**src/rtl/uart_tx_arbiter.sv**
```systemverilog
// uart_tx_arbiter: round-robin arbiter sharing one uart_tx byte interface
// among NUM_REQ requesters. A grant is held for a whole packet (until the
// byte flagged req_last) or until MAX_BURST bytes have gone out (0 = no limit).
//
// Build option: define ARB_HDR_EN to emit a header byte (8'hA0 | grant_id)
// before the first byte of every grant. Without it, IDLE goes straight to LOCKED.
//
// Handshake: a byte moves on a rising clk edge where valid and ready are both
// high; a requester holds data/last/valid stable until it sees ready.
// dbg_state exposes the FSM state register for checkers.
module uart_tx_arbiter #(
    parameter int NUM_REQ   = 4,
    parameter int MAX_BURST = 0,
    parameter int ID_W      = 2
) (
    input  logic                 clk,
    input  logic                 rst,
    input  logic [NUM_REQ*8-1:0] req_data,
    input  logic [NUM_REQ-1:0]   req_valid,
    input  logic [NUM_REQ-1:0]   req_last,
    output logic [NUM_REQ-1:0]   req_ready,
    output logic [7:0]           tx_data,
    output logic                 tx_valid,
    input  logic                 tx_ready,
    output logic [ID_W-1:0]      grant_id,
    output logic                 busy,
    output logic [1:0]           dbg_state
);

    localparam int BW = (MAX_BURST == 0) ? 1 : $clog2(MAX_BURST + 1);
    localparam logic [BW-1:0]   BURST_LAST = BW'((MAX_BURST == 0) ? 0 : MAX_BURST - 1);
    localparam logic [ID_W-1:0] RR_RESET   = ID_W'(NUM_REQ - 1);

`ifdef ARB_HDR_EN
    typedef enum logic [1:0] {
        ST_IDLE   = 2'd0,
        ST_LOCKED = 2'd1,
        ST_HDR    = 2'd2
    } state_t;
`else
    typedef enum logic [1:0] {
        ST_IDLE   = 2'd0,
        ST_LOCKED = 2'd1
    } state_t;
`endif

    state_t          state_q, state_d;
    logic [ID_W-1:0] grant_q, grant_d;
    logic [ID_W-1:0] rr_ptr_q, rr_ptr_d;
    logic            busy_q, busy_d;
    logic [BW-1:0]   burst_cnt_q, burst_cnt_d;

    logic [ID_W-1:0] pick_idx;
    logic            pick_found;
    logic [ID_W-1:0] cand;
    logic            g_valid;
    logic            g_last;
    logic [7:0]      g_data;
    logic            xfer;
    logic            release_now;

    // Granted requester's view; the grant index selects one byte lane
    always_comb begin
        g_valid     = req_valid[grant_q];
        g_last      = req_last[grant_q];
        g_data      = req_data[{grant_q, 3'b000} +: 8];
        xfer        = (state_q == ST_LOCKED) && g_valid && tx_ready;
        release_now = xfer && (g_last || ((MAX_BURST != 0) && (burst_cnt_q == BURST_LAST)));
    end

    // Round-robin search: first valid requester above rr_ptr, wrapping
    always_comb begin
        pick_idx   = '0;
        pick_found = 1'b0;
        cand       = '0;
        for (int i = 1; i <= NUM_REQ; i++) begin
            cand = ID_W'((int'(rr_ptr_q) + i) % NUM_REQ);
            if (!pick_found && req_valid[cand]) begin
                pick_found = 1'b1;
                pick_idx   = cand;
            end
        end
    end

    // State register and grant bookkeeping
    always_ff @(posedge clk) begin
        if (rst) begin
            state_q     <= ST_IDLE;
            grant_q     <= '0;
            rr_ptr_q    <= RR_RESET;
            busy_q      <= 1'b0;
            burst_cnt_q <= '0;
        end else begin
            state_q     <= state_d;
            grant_q     <= grant_d;
            rr_ptr_q    <= rr_ptr_d;
            busy_q      <= busy_d;
            burst_cnt_q <= burst_cnt_d;
        end
    end

    // Next-state: grant from IDLE, release on last byte or burst limit
    always_comb begin
        state_d     = state_q;
        grant_d     = grant_q;
        rr_ptr_d    = rr_ptr_q;
        busy_d      = busy_q;
        burst_cnt_d = burst_cnt_q;
        case (state_q)
            ST_IDLE: begin
                if (pick_found) begin
                    grant_d     = pick_idx;
                    busy_d      = 1'b1;
                    burst_cnt_d = '0;
`ifdef ARB_HDR_EN
                    state_d     = ST_HDR;
`else
                    state_d     = ST_LOCKED;
`endif
                end
            end
`ifdef ARB_HDR_EN
            ST_HDR: begin
                // Header byte is not counted toward the burst
                if (tx_ready) begin
                    state_d = ST_LOCKED;
                end
            end
`endif
            ST_LOCKED: begin
                if (release_now) begin
                    rr_ptr_d    = grant_q;
                    burst_cnt_d = '0;
                    busy_d      = 1'b0;
                    state_d     = ST_IDLE;
                end else if (xfer) begin
                    burst_cnt_d = burst_cnt_q + 1'b1;
                end
            end
            default: begin
                state_d = ST_IDLE;
                busy_d  = 1'b0;
            end
        endcase
    end

    // Outputs: LOCKED is a combinational pass-through of the granted requester
    always_comb begin
        tx_valid  = 1'b0;
        tx_data   = 8'h00;
        req_ready = '0;
        case (state_q)
            ST_LOCKED: begin
                tx_valid           = g_valid;
                tx_data            = g_data;
                req_ready[grant_q] = tx_ready;
            end
`ifdef ARB_HDR_EN
            ST_HDR: begin
                tx_valid = 1'b1;
                tx_data  = 8'hA0 | (8'(grant_q) & 8'h0F);
            end
`endif
            default: begin
                tx_valid  = 1'b0;
                tx_data   = 8'h00;
                req_ready = '0;
            end
        endcase
    end

    assign grant_id  = grant_q;
    assign busy      = busy_q;
    assign dbg_state = state_q;

endmodule

```
**config.mk**
```make
export PLATFORM = sky130hd
export DESIGN_NAME = uart_tx_arbiter
export DESIGN_NICKNAME = d
export VERILOG_FILES = /design/src/rtl/uart_tx_arbiter.sv
export SDC_FILE = /design/constraint.sdc
export NUM_CORES = 1
export LEC_CHECK = 0
export ABC_AREA = 1
export CAP_MARGIN = 20
export CELL_PAD_IN_SITES_DETAIL_PLACEMENT = 1
export CELL_PAD_IN_SITES_GLOBAL_PLACEMENT = 1
export CORE_MARGIN = 5
export CORE_UTILIZATION = 21
export CTS_BUF_LIST = sky130_fd_sc_hd__clkbuf_16
export CTS_CLUSTER_SIZE = 30
export DETAILED_ROUTE_END_ITERATION = 10
export PLACE_DENSITY_LB_ADDON = 0.25
export SYNTH_ARGS = -nofsm -noshare
export SYNTH_HDL_FRONTEND = slang
export SYNTH_SLANG_ARGS = --single-unit
```
**constraint.sdc**
```tcl
create_clock -name clk -period 1.8 [get_ports clk]
set_clock_uncertainty 0.15 [all_clocks]
set_input_delay 0.45 -clock clk [delete_from_list [all_inputs] [get_ports clk]]
set_output_delay 0.45 -clock clk [all_outputs]
set_load 0.005 [all_outputs]
```
Word level (Yosys, flattened, before mapping)
Index checks and enable logic that the tools add are counted.
W data, S select, Z words.
{"block": "word_totals", "elab_cells": 64, "input_bits": 43, "regBits": 7}
{"block": "classes", "bitwise": 1, "n_addsub": 4, "n_lt_le_gt_ge": 6, "n_shift": 1, "reduce_logical": 14, "muxes": 31, "n_eq_ne": 3}
{"operator": "$shiftx A32 B6 Y8", "n": 1}
{"operator": "$lt A2 B3 Y1 const B", "n": 5}
{"operator": "$mux W1", "n": 14}
{"operator": "$bmux W1 S2", "n": 6}
{"operator": "$mux W2", "n": 6}
{"operator": "$mux W8", "n": 1}
{"operator": "$logic_and A1 B1 Y1", "n": 7}
{"operator": "$reduce_and A2 Y1", "n": 3}
{"operator": "$add A2 B1 Y2 const B", "n": 2}
{"operator": "$add A2 B2 Y2 const B", "n": 2}
{"operator": "$and A4 B4 Y4", "n": 1}
{"operator": "$mux W4", "n": 1}
{"operator": "$ne A2 B2 Y1 const B", "n": 2}
{"operator": "$pmux W2 S2", "n": 1}
{"operator": "$logic_not A1 Y1", "n": 3}
{"operator": "$demux W1 S2", "n": 1}
{"operator": "$eq A2 B1 Y1 const B", "n": 1}
{"operator": "$ge A2 B1 Y1 const B", "n": 1}
{"operator": "$logic_not A2 Y1", "n": 1}
{"operator": "$pmux W1 S2", "n": 1}

Depth between registers and ports, before layout
{"block": "logic_depth", "ltp_word": 15, "depth_mapped": 12, "ltp_nobuf": 11}

Least setup slack after synthesis
OpenSTA, ideal clock, no wires.
{"block": "synth_path", "path_kind": "register -> output", "start": "register grant_q[0] (netlist: grant_id[0])", "end": "output port tx_valid", "stages_incl_launch_ff": 8, "arrival_time_ns": 0.997, "t_required_ns": 1.200, "slack_ns": 0.203, "n_path_buf": 1, "path_cell_list": "dfxtp_1 > buf_6 > inv_2 > nor2_4 > nand2_2 > nand4_2 > inv_1 > nor2_1"}
{"block": "synth_via", "elab_chain_cells": 3}
{"item": "start: declaration", "line": "48", "rtl": "logic [ID_W-1:0] grant_q, grant_d;"}
{"item": "start signal: assignment", "line": "95", "rtl": "grant_q <= grant_d;"}
{"item": "$bmux W1 S2", "line": "64", "rtl": "g_valid = req_valid[grant_q];"}
{"item": "$mux W1 (implied by the code)", "line": "64"}
{"item": "$mux W1", "line": "152", "rtl": "case (state_q)"}
{"item": "end: declaration", "line": "23", "rtl": "output logic tx_valid,"}
Every way passes these cells. The select of a mux whose other input is x is not followed.

Worst setup path in the final report
{"block": "layout_path", "start": "register grant_q[1] (netlist: grant_id[1])", "end": "output port tx_data[6]"}
{"block": "layout_via", "elab_chain_cells": 2}
{"item": "$shiftx A32 B6 Y8", "line": "66", "rtl": "g_data = req_data[{grant_q, 3'b000} +: 8];"}
{"item": "$mux W8", "line": "152"}
{"item": "end: declaration", "line": "22", "rtl": "output logic [7:0] tx_data,"}
Every way passes these cells.

==> results.json <==
{
  "power.density_nw_per_um2": 693,
  "die_h_um": 72.9,
  "drc": 0,
  "numClockSinks": 5,
  "timing.rr.start": "grant_id[1]",
  "vias_per_cell": 4.67,
  "slew_violations": 0,
  "globalplace.congestion": 0.767,
  "finalSetupViolCount": 11,
  "fill_cells": 487,
  "grt-ovfl-total": 0,
  "required_ns": 1.20,
  "pin_count": 61,
  "cts-root-buf": "clkbuf_16",
  "synth_cells": 143,
  "placed_cell_area_um2": 1640,
  "diodes": 0,
  "cts_buffer_depth": 2,
  "synth.distinct_cells": 23,
  "grt_usage": 0.168,
  "crit_type": "register to primary output",
  "cts_htree_levels": 1,
  "rsz0062_at_grt": "true",
  "worstPathCellList": "buf_12, nor2_4, buf_6, a22oi_2, a31oi_1, buf_2",
  "r2r_cells": 13,
  "crit_arrival_ns": 1.39,
  "max_freq_mhz": 502,
  "wl_per_cell_um": 15.4,
  "core_um2": 3740,
  "synth_largest_area_cell": "nand2_1",
  "setup_ws_ns": -0.192,
  "drv_cap": 0,
  "synthesis.area_um2": 831,
  "start_util": 0.222,
  "layoutNonFillerInstCount": 283,
  "final.setup.tns_ns": -1.47,
  "peakVddDrop_mv": 0.243,
  "insertion_delay_ns": 0.23,
  "worst-path-buf-inv": 3,
  "syn-num-nets": 186,
  "dp.cells": 270,
  "grt_first_pass_wirelength_um": 7210,
  "ys_warn_count": 0,
  "wirelength_um": 4350,
  "yosys-top-cells-area": "nand2_1, dfxtp_1, nand2_2, a22oi_1, nor2_4",
  "report.final.hold_viol_count": 0,
  "area_growth_pct": 131,
  "endpoint_kind": "primary output",
  "min_from": "grant_id[0]",
  "leakagePower_nw": 0.889,
  "crit_fanout": 5,
  "crit_path_max_incr_delay_ns": 0.36,
  "vias": 1321,
  "ys_ff_latch": 5,
  "fin_area_um2": 1920,
  "grt_pass1_vias": 1531,
  "cp-start-kind": "register",
  "die_width_um": 72.9,
  "violations": "setup timing",
  "crit_slowest_cell": "dfxtp_4",
  "cts_tree": "yes",
  "hold_path_depth": 3,
  "finalCritPeriodShare": 1.11,
  "antenna_found_initial": 0,
  "outcome": "finished with violations",
  "netlist.area_leader.share": 0.226,
  "fin_nets": 279,
  "drt_first_pass_iters": 4,
  "yosysSeqAreaShare": 0.120,
  "cts_inserted_buffers": 3,
  "synth_area_per_cell_um2": 5.81,
  "ant_nets": 0,
  "rows": 22,
  "post-route-min-period_ns": 1.99,
  "min_to": "rr_ptr_q[0]",
  "hold_class": "register to register",
  "multi_input_area_um2": 742,
  "timing.hold.ws_ns": 0.500,
  "drt_iter0_drc": 30,
  "dp_hpwl_um": 3220,
  "placement.io_buffers": 59,
  "cp_top_family": "buffers and inverters",
  "grt_max_degree": 11,
  "clkTransAtPathRegs_ns": 0.04,
  "timing.rr.end": "busy",
  "die-area_um2": 5310,
  "seq_area_um2": 108,
  "layout-drive-gt1-share": 0.443,
  "r2r_setup_slack_ns": -0.04
}
-- cell usage after synthesis --
| cell | instances |
|---|---|
| a22oi_1 | 8 |
| nand2_1 | 50 |
| inv_1 | 9 |
| buf_6 | 3 |
| buf_4 | 2 |
| nor3_1 | 3 |
| inv_2 | 5 |
| nand4_1 | 1 |
| clkbuf_1 | 1 |
| nor2_1 | 8 |
| o21ai_0 | 2 |
| nor2_4 | 5 |
| a31oi_1 | 8 |
| nand4_2 | 1 |
| inv_8 | 1 |
| nand2_4 | 2 |
| dfxtp_1 | 5 |
| nand3_2 | 1 |
| a21oi_1 | 4 |
| nand3_1 | 9 |
| nand2_2 | 12 |
| o21ai_1 | 2 |
| conb_1 | 1 |
-- worst max path at each step --
stage | start | end | slack (ns) | cells past startpoint
after floorplan | grant_id[0] | tx_valid | 0.20 | 7
after global placement | req_valid[0] | tx_valid | -0.53 | 6
after detailed placement | tx_ready | req_ready[2] | -0.55 | 4
after CTS | grant_id[0] | tx_data[5] | -0.17 | 6
after global routing | grant_id[1] | tx_data[3] | -0.25 | 6
final | grant_id[1] | tx_data[6] | -0.19 | 6
-- state kept, by name, summed over array words and instances (netlist names) --
signal    flops
rr_ptr_q      2
grant_id      2
busy          1
-- metal layers --
layer / vias to the layer above / routed length [um] / GRT usage
met5: - / 0 / 0
met4: 0 / 21 / 0.0246
met3: 4 / 410 / 0.0661
met1: 610 / 1600 / 0.175
met2: 51 / 2320 / 0.321
li1: 656 / - / -
-- stage by stage --
step                utilization  power (mW)  worst slack, ns
finish                    0.512        1.33           -0.192
global route              0.512        1.42           -0.251
CTS                       0.483        1.25           -0.166
detailed placement        0.437       0.795           -0.555
global placement          0.437       0.775           -0.533
floorplan                     -       0.442            0.203
-- worst register-to-register path, cell delays in order (launching register included) --
cell and delay [ns]:
dfxtp_4 0.36, buf_12 0.13, nor2_4 0.14, buf_6 0.14, buf_4 0.11, buf_6 0.08
buf_6 0.08, nand2_2 0.03, nand4_1 0.08, nand2_2 0.08, nor2_4 0.18, o21ai_2 0.08
nand2_1 0.06, inv_1 0.04
-- layout by cell type, fill, tap and decap left out --
master | Yosys | routed
nand4_2 | 1 | 1
a22oi_1 | 8 | 4
buf_4 | 2 | 20
inv_2 | 5 | 4
clkdlybuf4s50_1 | 0 | 37
nand4_1 | 1 | 1
nand2_4 | 2 | 4
dlygate4sd2_1 | 0 | 9
dfxtp_4 | 0 | 2
nor2_1 | 8 | 8
dfxtp_1 | 5 | 3
o21ai_2 | 0 | 2
nand3_1 | 9 | 3
inv_8 | 1 | 1
inv_4 | 0 | 1
o21ai_0 | 2 | 1
a21oi_1 | 4 | 3
inv_1 | 9 | 10
nand3_2 | 1 | 6
nor3_2 | 0 | 3
o21ai_1 | 2 | 1
conb_1 | 1 | 1
clkbuf_16 | 0 | 3
buf_2 | 0 | 12
clkdlybuf4s15_1 | 0 | 1
buf_12 | 0 | 4
a22oi_2 | 0 | 4
a21oi_2 | 0 | 1
nor2_4 | 5 | 6
nand2_2 | 12 | 19
buf_6 | 3 | 10
nand3_4 | 0 | 1
a31oi_1 | 8 | 8
nand2_1 | 50 | 41
-- cell families (layout without fill, tap and decap cells) --
| group | Yosys count | in the layout | synth area share |
|---|---|---|---|
| DFF | 5 | 5 | 0.120 |
| buffers and inverters | 21 | 112 | 0.140 |
| and+or+nand+nor | 92 | 93 | 0.554 |
| AOI/OAI and AO/OA | 24 | 24 | 0.181 |
| other | 1 | 1 | 0.00451 |
-- repair_timing --
action / 4_1_cts / 5_1_grt
hold buffers: 0 / 0
resized for setup: 86 / 19
cloned: 1 / 0
buffers inserted: 5 / 5
pin swaps: 16 / 13
endpoints found under the setup margin: 20 / 15
-- report_power, final --
group,internal [mW],total [mW],leakage [nW],switching [mW]
sequential,0.128,0.150,0.0425,0.0220
clock,0.288,0.366,0.0423,0.0782
combinational,0.437,0.813,0.805,0.377
-- area by class of cell --
type                       count  share of cell area
inverter                      15              0.0346
clock inverter                 1             0.00196
timing repair buffer          93               0.450
sequential                     5              0.0561
multi-input combinational    118               0.387
tap                           48              0.0313
clock buffer                   3              0.0392
Note: power is estimated with default switching activity, not from simulation.
==> RTL edit 1: new RTL, same flow settings <==
The parameter `NUM_REQ` goes from 4 to 6.
--- a/src/rtl/uart_tx_arbiter.sv
+++ b/src/rtl/uart_tx_arbiter.sv
@@ -11,3 +11,3 @@
 module uart_tx_arbiter #(
-    parameter int NUM_REQ   = 4,
+    parameter int NUM_REQ   = 6,
     parameter int MAX_BURST = 0,
Ports: changed (resized req_data, req_last, req_ready and req_valid); port bits go from 61 to 83. No check against the original RTL was run, so the function may have changed too.
==> RTL edit 1 against the original RTL <==
- the flow still finishes with violations (setup timing)
- synthesized area increased by 11%
- register-to-register slack better by 100 ps
- worst setup slack better by 3.1 ps
- count of clock-buffer cells in the layout unchanged
- wire length increased by 19%
- design area is 16% higher
- worst hold slack worse by 50 ps
- maximum frequency grew 0.15%
- sequential cell count unchanged
- total power fell by 0.72%
- core utilization is 0.19 points higher
- critical endpoint is now tx_data[3]
- via count grew 9.5%
- largest cell class unchanged
==> RTL edit 1: results (changes against the original RTL) <==
| Metric | Value |
|---|---|
| Clk pin slew, worst setup/hold paths | `~30 ps` |
| Largest net degree at the start of global routing | `11 (unchanged)` |
| Clk root buf | `clkbuf_16 (unchanged)` |
| Layout cells sized above 1 | `49.81% (was 44.26%)` |
| Area contributors post-synth | `nand2_1, a22oi_1, dfxtp_1 (was nand2_1, dfxtp_1, nand2_2)` |
| Antenna violations before repair | `0 (unchanged)` |
| Slowest stage delay, CP | `350 ps` |
| Fin worst setup slack | `-188.6 ps (was -191.7 ps)` |
| Final setup fails | `9 (was 11)` |
| Max FO, Critical Path | `10 (was 5)` |
| Sequential area share after synthesis | `10.84% (was 12.05%)` |
| CP Data Arrival Time | `1390 ps (about the same)` |
| Yosys cell types | `25 (was 23)` |
| GRT Total Usage | `15.96% (was 16.82%)` |
| GP Congestion | `0.8050 (was 0.7665)` |
| TritonCTS Buffers | `3 (unchanged)` |
| VDD IR max | `0.4383 mV (was 0.2426 mV)` |
| Post-DP HPWL | `3.670 mm (was 3.216 mm)` |
| Synth top cells by count | `nand2_1, a22oi_1, inv_1, a21oi_1, nand3_1 (was nand2_1, nand2_2, inv_1, nand3_1)` |
| Diodes inserted | `0 (unchanged)` |
| Global-route wire length before repair | `7.631 mm (was 7.210 mm)` |
| Yosys Warn Count | `0 (unchanged)` |
| Largest delay contributor family on the critical path | `buffers and inverters (unchanged)` |
| Fin Setup TNS | `-1470 ps (was -1472 ps)` |
| Clock Path Buffers | `2 (unchanged)` |
| 1st-iter DRT viols | `30 (unchanged)` |
| Ys flop type | `dfxtp_1 (unchanged)` |
| Fillers | `537 (was 487)` |
| Sw frac | `35.79% (was 35.87%)` |
| Via count | `1,447 (was 1,321)` |
| Post-synth top area share | `18.70% (was 22.59%)` |
| Skew-Pair Late Insertion Delay | `230 ps (about the same)` |
| Failing checks | `setup timing (unchanged)` |
| NumNets Final | `331 (was 279)` |
| Hold Vio Cnt, Final | `0 (unchanged)` |
| Worst slack, placed | `-559.9 ps (was -554.6 ps)` |
| CTS H-tree lvls | `1 (unchanged)` |
| Input/output buffers | `59 (unchanged)` |
| Vias in the first global route | `1,509 (was 1,531)` |
| First-pass detailed-route iteration total | `4 (unchanged)` |
| Min-Delay Path Class | `register to register (unchanged)` |
| Static Leak | `1.027 nW (was 0.8894 nW)` |
| Outcome | `finished with violations (unchanged)` |
| Post-synth ARST share | `0% (unchanged)` |
| Slowest-stage cell, CP | `dfxtp_4 (unchanged)` |
| Drt total wl | `5.195 mm (was 4.349 mm)` |
## RTL edit 1: cell count changes after synthesis, sizes merged, moves of 4 or more
cell and change:
a22oi +10, nand3 +5, nand2 -10, ha +4, a31oi -7, a21oi +9
## RTL edit 1: cell type report
| type | instances | share of cell area [%] |
|---|---|---|
| flip-flops and latches | 5 | 4.955 |
| well taps | 52 | 2.928 |
| repair inverters | 1 | 0.3378 |
| inverters | 19 | 3.660 |
| repair buffers | 107 | 43.24 |
| multi-input cells | 127 | 41.33 |
| clock inverters | 1 | 0.1689 |
| clock buffers | 3 | 3.378 |
## RTL edit 1: final timing paths
check | start | end | slack [ps] | cells after the start
worst max-delay path | grant_id[1] | tx_data[3] | -190 | 7
worst min-delay path | rr_ptr_q[1] | rr_ptr_q[1] | 450 | 3
worst max register to register | rr_ptr_q[0] | grant_id[0] | 60 | 13
worst min register to register | rr_ptr_q[1] | rr_ptr_q[1] | 450 | 3
## RTL edit 1: metal layers
layer / vias to the layer above / part of all wire, % / GRT usage [%]
li1: 731 / - / -
met1: 687 / 41 / 19.66
met2: 21 / 55 / 28.17
met3: 8 / 2.7 / 3.310
met4: 0 / 1.4 / 3.671
met5: - / 0 / 0
## RTL edit 1: timing repair
| action | 4_1_cts | 5_1_grt |
|---|---|---|
| setup buffers | 4 | 10 |
| gates resized for setup | 91 | 37 |
| pin swaps | 18 | 22 |
| gates cloned | 2 | 0 |
| hold buffers | 0 | 0 |
| endpoints found under the hold margin | 0 | 0 |
| setup endpoints to repair | 20 | 17 |
## RTL edit 1: cell families (layout without fill, tap and decap cells)
group / Yosys count / after routing / share of synthesized area, %
compound gates: 36 / 36 / 25.47
buf+inv: 24 / 131 / 12.47
fa+ha+maj: 4 / 4 / 5.420
flops: 5 / 5 / 10.84
simple gates: 84 / 84 / 45.39
other cells: 1 / 3 / 0.4061
## RTL edit 1: metrics by stage
step / cells / utilization [%] / instance area, µm²
finish: 315 / 51.39 / 2222
global route: 315 / 51.39 / 2222
CTS: 307 / 47.28 / 2044
detailed placement: 297 / 42.42 / 1834
global placement: 297 / 42.42 / 1834
floorplan: 156 / - / 932.1
## RTL edit 1: power groups by stage
stage	registers (W)	logic [W]	clock network, W
2_1_floorplan	0.000139	0.000277	0
3_3_place_gp	0.000135	0.000647	0
3_5_place_dp	0.000135	0.000655	0
4_1_cts	0.000138	0.000753	0.000374
5_1_grt	0.000143	0.000877	0.000381
6_report	0.000141	0.000816	0.000362
## RTL edit 1: worst register-to-register path, delay by kind of cell (launching register included)
family / cells / cell delay, ps
AND/OR/NAND/NOR: 10 / 870
adder cells (fa/ha/maj): 1 / 140
flip-flops: 1 / 330
buffers and inverters: 2 / 140
==> RTL edit 2: new RTL, same settings <==
Without the edit above. Reset style: asynchronous (`rst`), changed in one clocked block.
--- a/src/rtl/uart_tx_arbiter.sv
+++ b/src/rtl/uart_tx_arbiter.sv
@@ -85,3 +85,3 @@
     // State register and grant bookkeeping
-    always_ff @(posedge clk) begin
+    always_ff @(posedge clk or posedge rst) begin
         if (rst) begin
Behaviour: differs if rst is asserted again (counterexample within 4 cycles, from zero or initial values and one cycle with rst high); with rst held inactive, the same outputs for 10 cycles.
==> RTL edit 2 against the original RTL <==
- the run still ends with setup timing left
- wire length down 14%
- core utilization decreased by 3.2 points
- worst setup slack worse by 36 ps
- non-clock buffer count decreased by 6
- register-to-register slack gained 150 ps
- design area decreased by 6.9%
- sequential cell count is the same
- synthesized area decreased by 2.1%
Power is not compared: it rests on default switching activity, and its combinational part moved more than twofold at a synthesized area within 25%.
==> RTL edit 2: results (changes against the original RTL) <==
| Metric | Value |
|---|---|
| Outcome | `finished with violations (unchanged)` |
| Failing checks | `setup timing (unchanged)` |
| Met1 global-route usage | `16.78% (was 17.54%)` |
| Post-DP HPWL | `3.026 mm (was 3.216 mm)` |
| Post-synth ARST share | `100.0% (was 0%)` |
| Global-route wire length before repair | `6.244 mm (was 7.210 mm)` |
| Sequential area share after synthesis | `15.69% (was 12.05%)` |
| FF-to-FF End | `grant_id[1] (was busy)` |
| M2 GR Usage | `25.28% (was 32.06%)` |
| Final setup fails | `14 (was 11)` |
| Worst r2r src | `rr_ptr_q[0] (was grant_id[1])` |
| Internal reg-to-reg setup slack | `110 ps (was -40 ps)` |
| Mean Syn Cell Area | `5.893 µm² (was 5.810 µm²)` |
| Via count | `1,235 (was 1,321)` |
| Min-Delay Path Class | `input port to async pin (was register to register)` |
| Area contributors post-synth | `nand2_1, a22oi_1, dfrtp_1 (was nand2_1, dfxtp_1, nand2_2)` |
| 1st-iter DRT viols | `42 (was 30)` |
| Layout cells sized above 1 | `40.99% (was 44.26%)` |
| Max FO, Critical Path | `5 (unchanged)` |
| Ys flop type | `dfrtp_1 (was dfxtp_1)` |
| Worst reg2reg path depth | `11 (was 13)` |
| Clk pin slew, worst setup/hold paths | `30 ps` |
| GRT met3 Usage | `6.787% (was 6.612%)` |
| Drt total wl | `3.753 mm (was 4.349 mm)` |
| Placed Area | `1554 µm² (was 1637 µm²)` |
| NumNets Final | `266 (was 279)` |
| CP Data Arrival Time | `1430 ps (was 1390 ps)` |
| Syn_nets | `181 (was 186)` |
| Fin worst setup slack | `-227.7 ps (was -191.7 ps)` |
| Routed length per instance | `13.90 µm (was 15.37 µm)` |
| Slowest-stage cell, CP | `dfrtp_2 (was dfxtp_4)` |
| DRC errors left | `0 (unchanged)` |
| GRT Total Usage | `14.83% (was 16.82%)` |
| Vias in the first global route | `1,370 (was 1,531)` |
| GP Congestion | `0.8015 (was 0.7665)` |
| Slowest stage delay, CP | `460 ps (was 360 ps)` |
| Total placed cells including tap cells | `258 (was 270)` |
| Yosys cell types | `26 (was 23)` |
RTL edit 2: metal layers:
| layer | up-vias | wire length, µm |
|---|---|---|
| li1 | 618 | - |
| met1 | 560 | 1487 |
| met2 | 53 | 1802 |
| met3 | 4 | 434 |
| met4 | 0 | 29 |
| met5 | - | 0 |
RTL edit 2: kinds of logic (layout without fill, tap and decap cells):
family	Yosys count	count (layout)	share of synthesized area, %
buf+inv	23	107	15.69
simple gates	85	85	48.62
compound gates	24	24	19.54
other cells	1	1	0.4611
flops	5	5	15.69
RTL edit 2: worst max path at each step:
| stage | startpoint | end | slack, ps | cells after the start |
|---|---|---|---|---|
| floorplan | grant_id[1] | tx_valid | 30 | 6 |
| global placement | req_valid[3] | tx_valid | -700 | 7 |
| detailed placement | req_valid[3] | tx_valid | -730 | 7 |
| CTS | grant_id[1] | tx_valid | -260 | 8 |
| global route | grant_id[1] | tx_valid | -310 | 8 |
| finish | grant_id[1] | tx_data[2] | -230 | 6 |
RTL edit 2: report_power, final:
part           internal, W  total (W)  switching (W)
clock             0.000288   0.000359      0.0000718
sequential        0.000185   0.000302       0.000117
combinational      0.00108    0.00219        0.00111
total              0.00155    0.00285        0.00130
RTL edit 2: layout make-up:
| class | instances | area (µm²) |
|---|---|---|
| inverters | 16 | 70.07 |
| multi-input cells | 110 | 676.9 |
| flip-flops and latches | 5 | 130.1 |
| fillers | 490 | 1931 |
| repair buffers | 87 | 769.5 |
| clock buffers | 3 | 75.07 |
| clock inverters | 1 | 3.754 |
| well taps | 48 | 60.06 |
RTL edit 2: per-stage QoR:
step	TNS (ps)	hold slack [ps]	total power (W)	worst slack, ps
global route	-3433	326.9	0.003115	-305.0
finish	-2388	285.1	0.002852	-227.7
detailed placement	-7715	391.0	0.002272	-728.1
global placement	-7210	370.6	0.002233	-701.9
CTS	-2793	291.3	0.002689	-257.7
floorplan	0	77.07	0.001304	30.00
RTL edit 2: timing repair:
item / 4_1_cts / 5_1_grt
gates cloned: 1 / 0
gates resized for setup: 77 / 23
endpoints found under the setup margin: 20 / 19
pin swaps: 10 / 11
buffers inserted: 4 / 5
RTL edit 2: critical path, delay by kind of cell (launching register included):
kind            cells  cell delay (ps)
flops               1              460
compound gates      1              160
simple gates        2              210
buf+inv             3              370
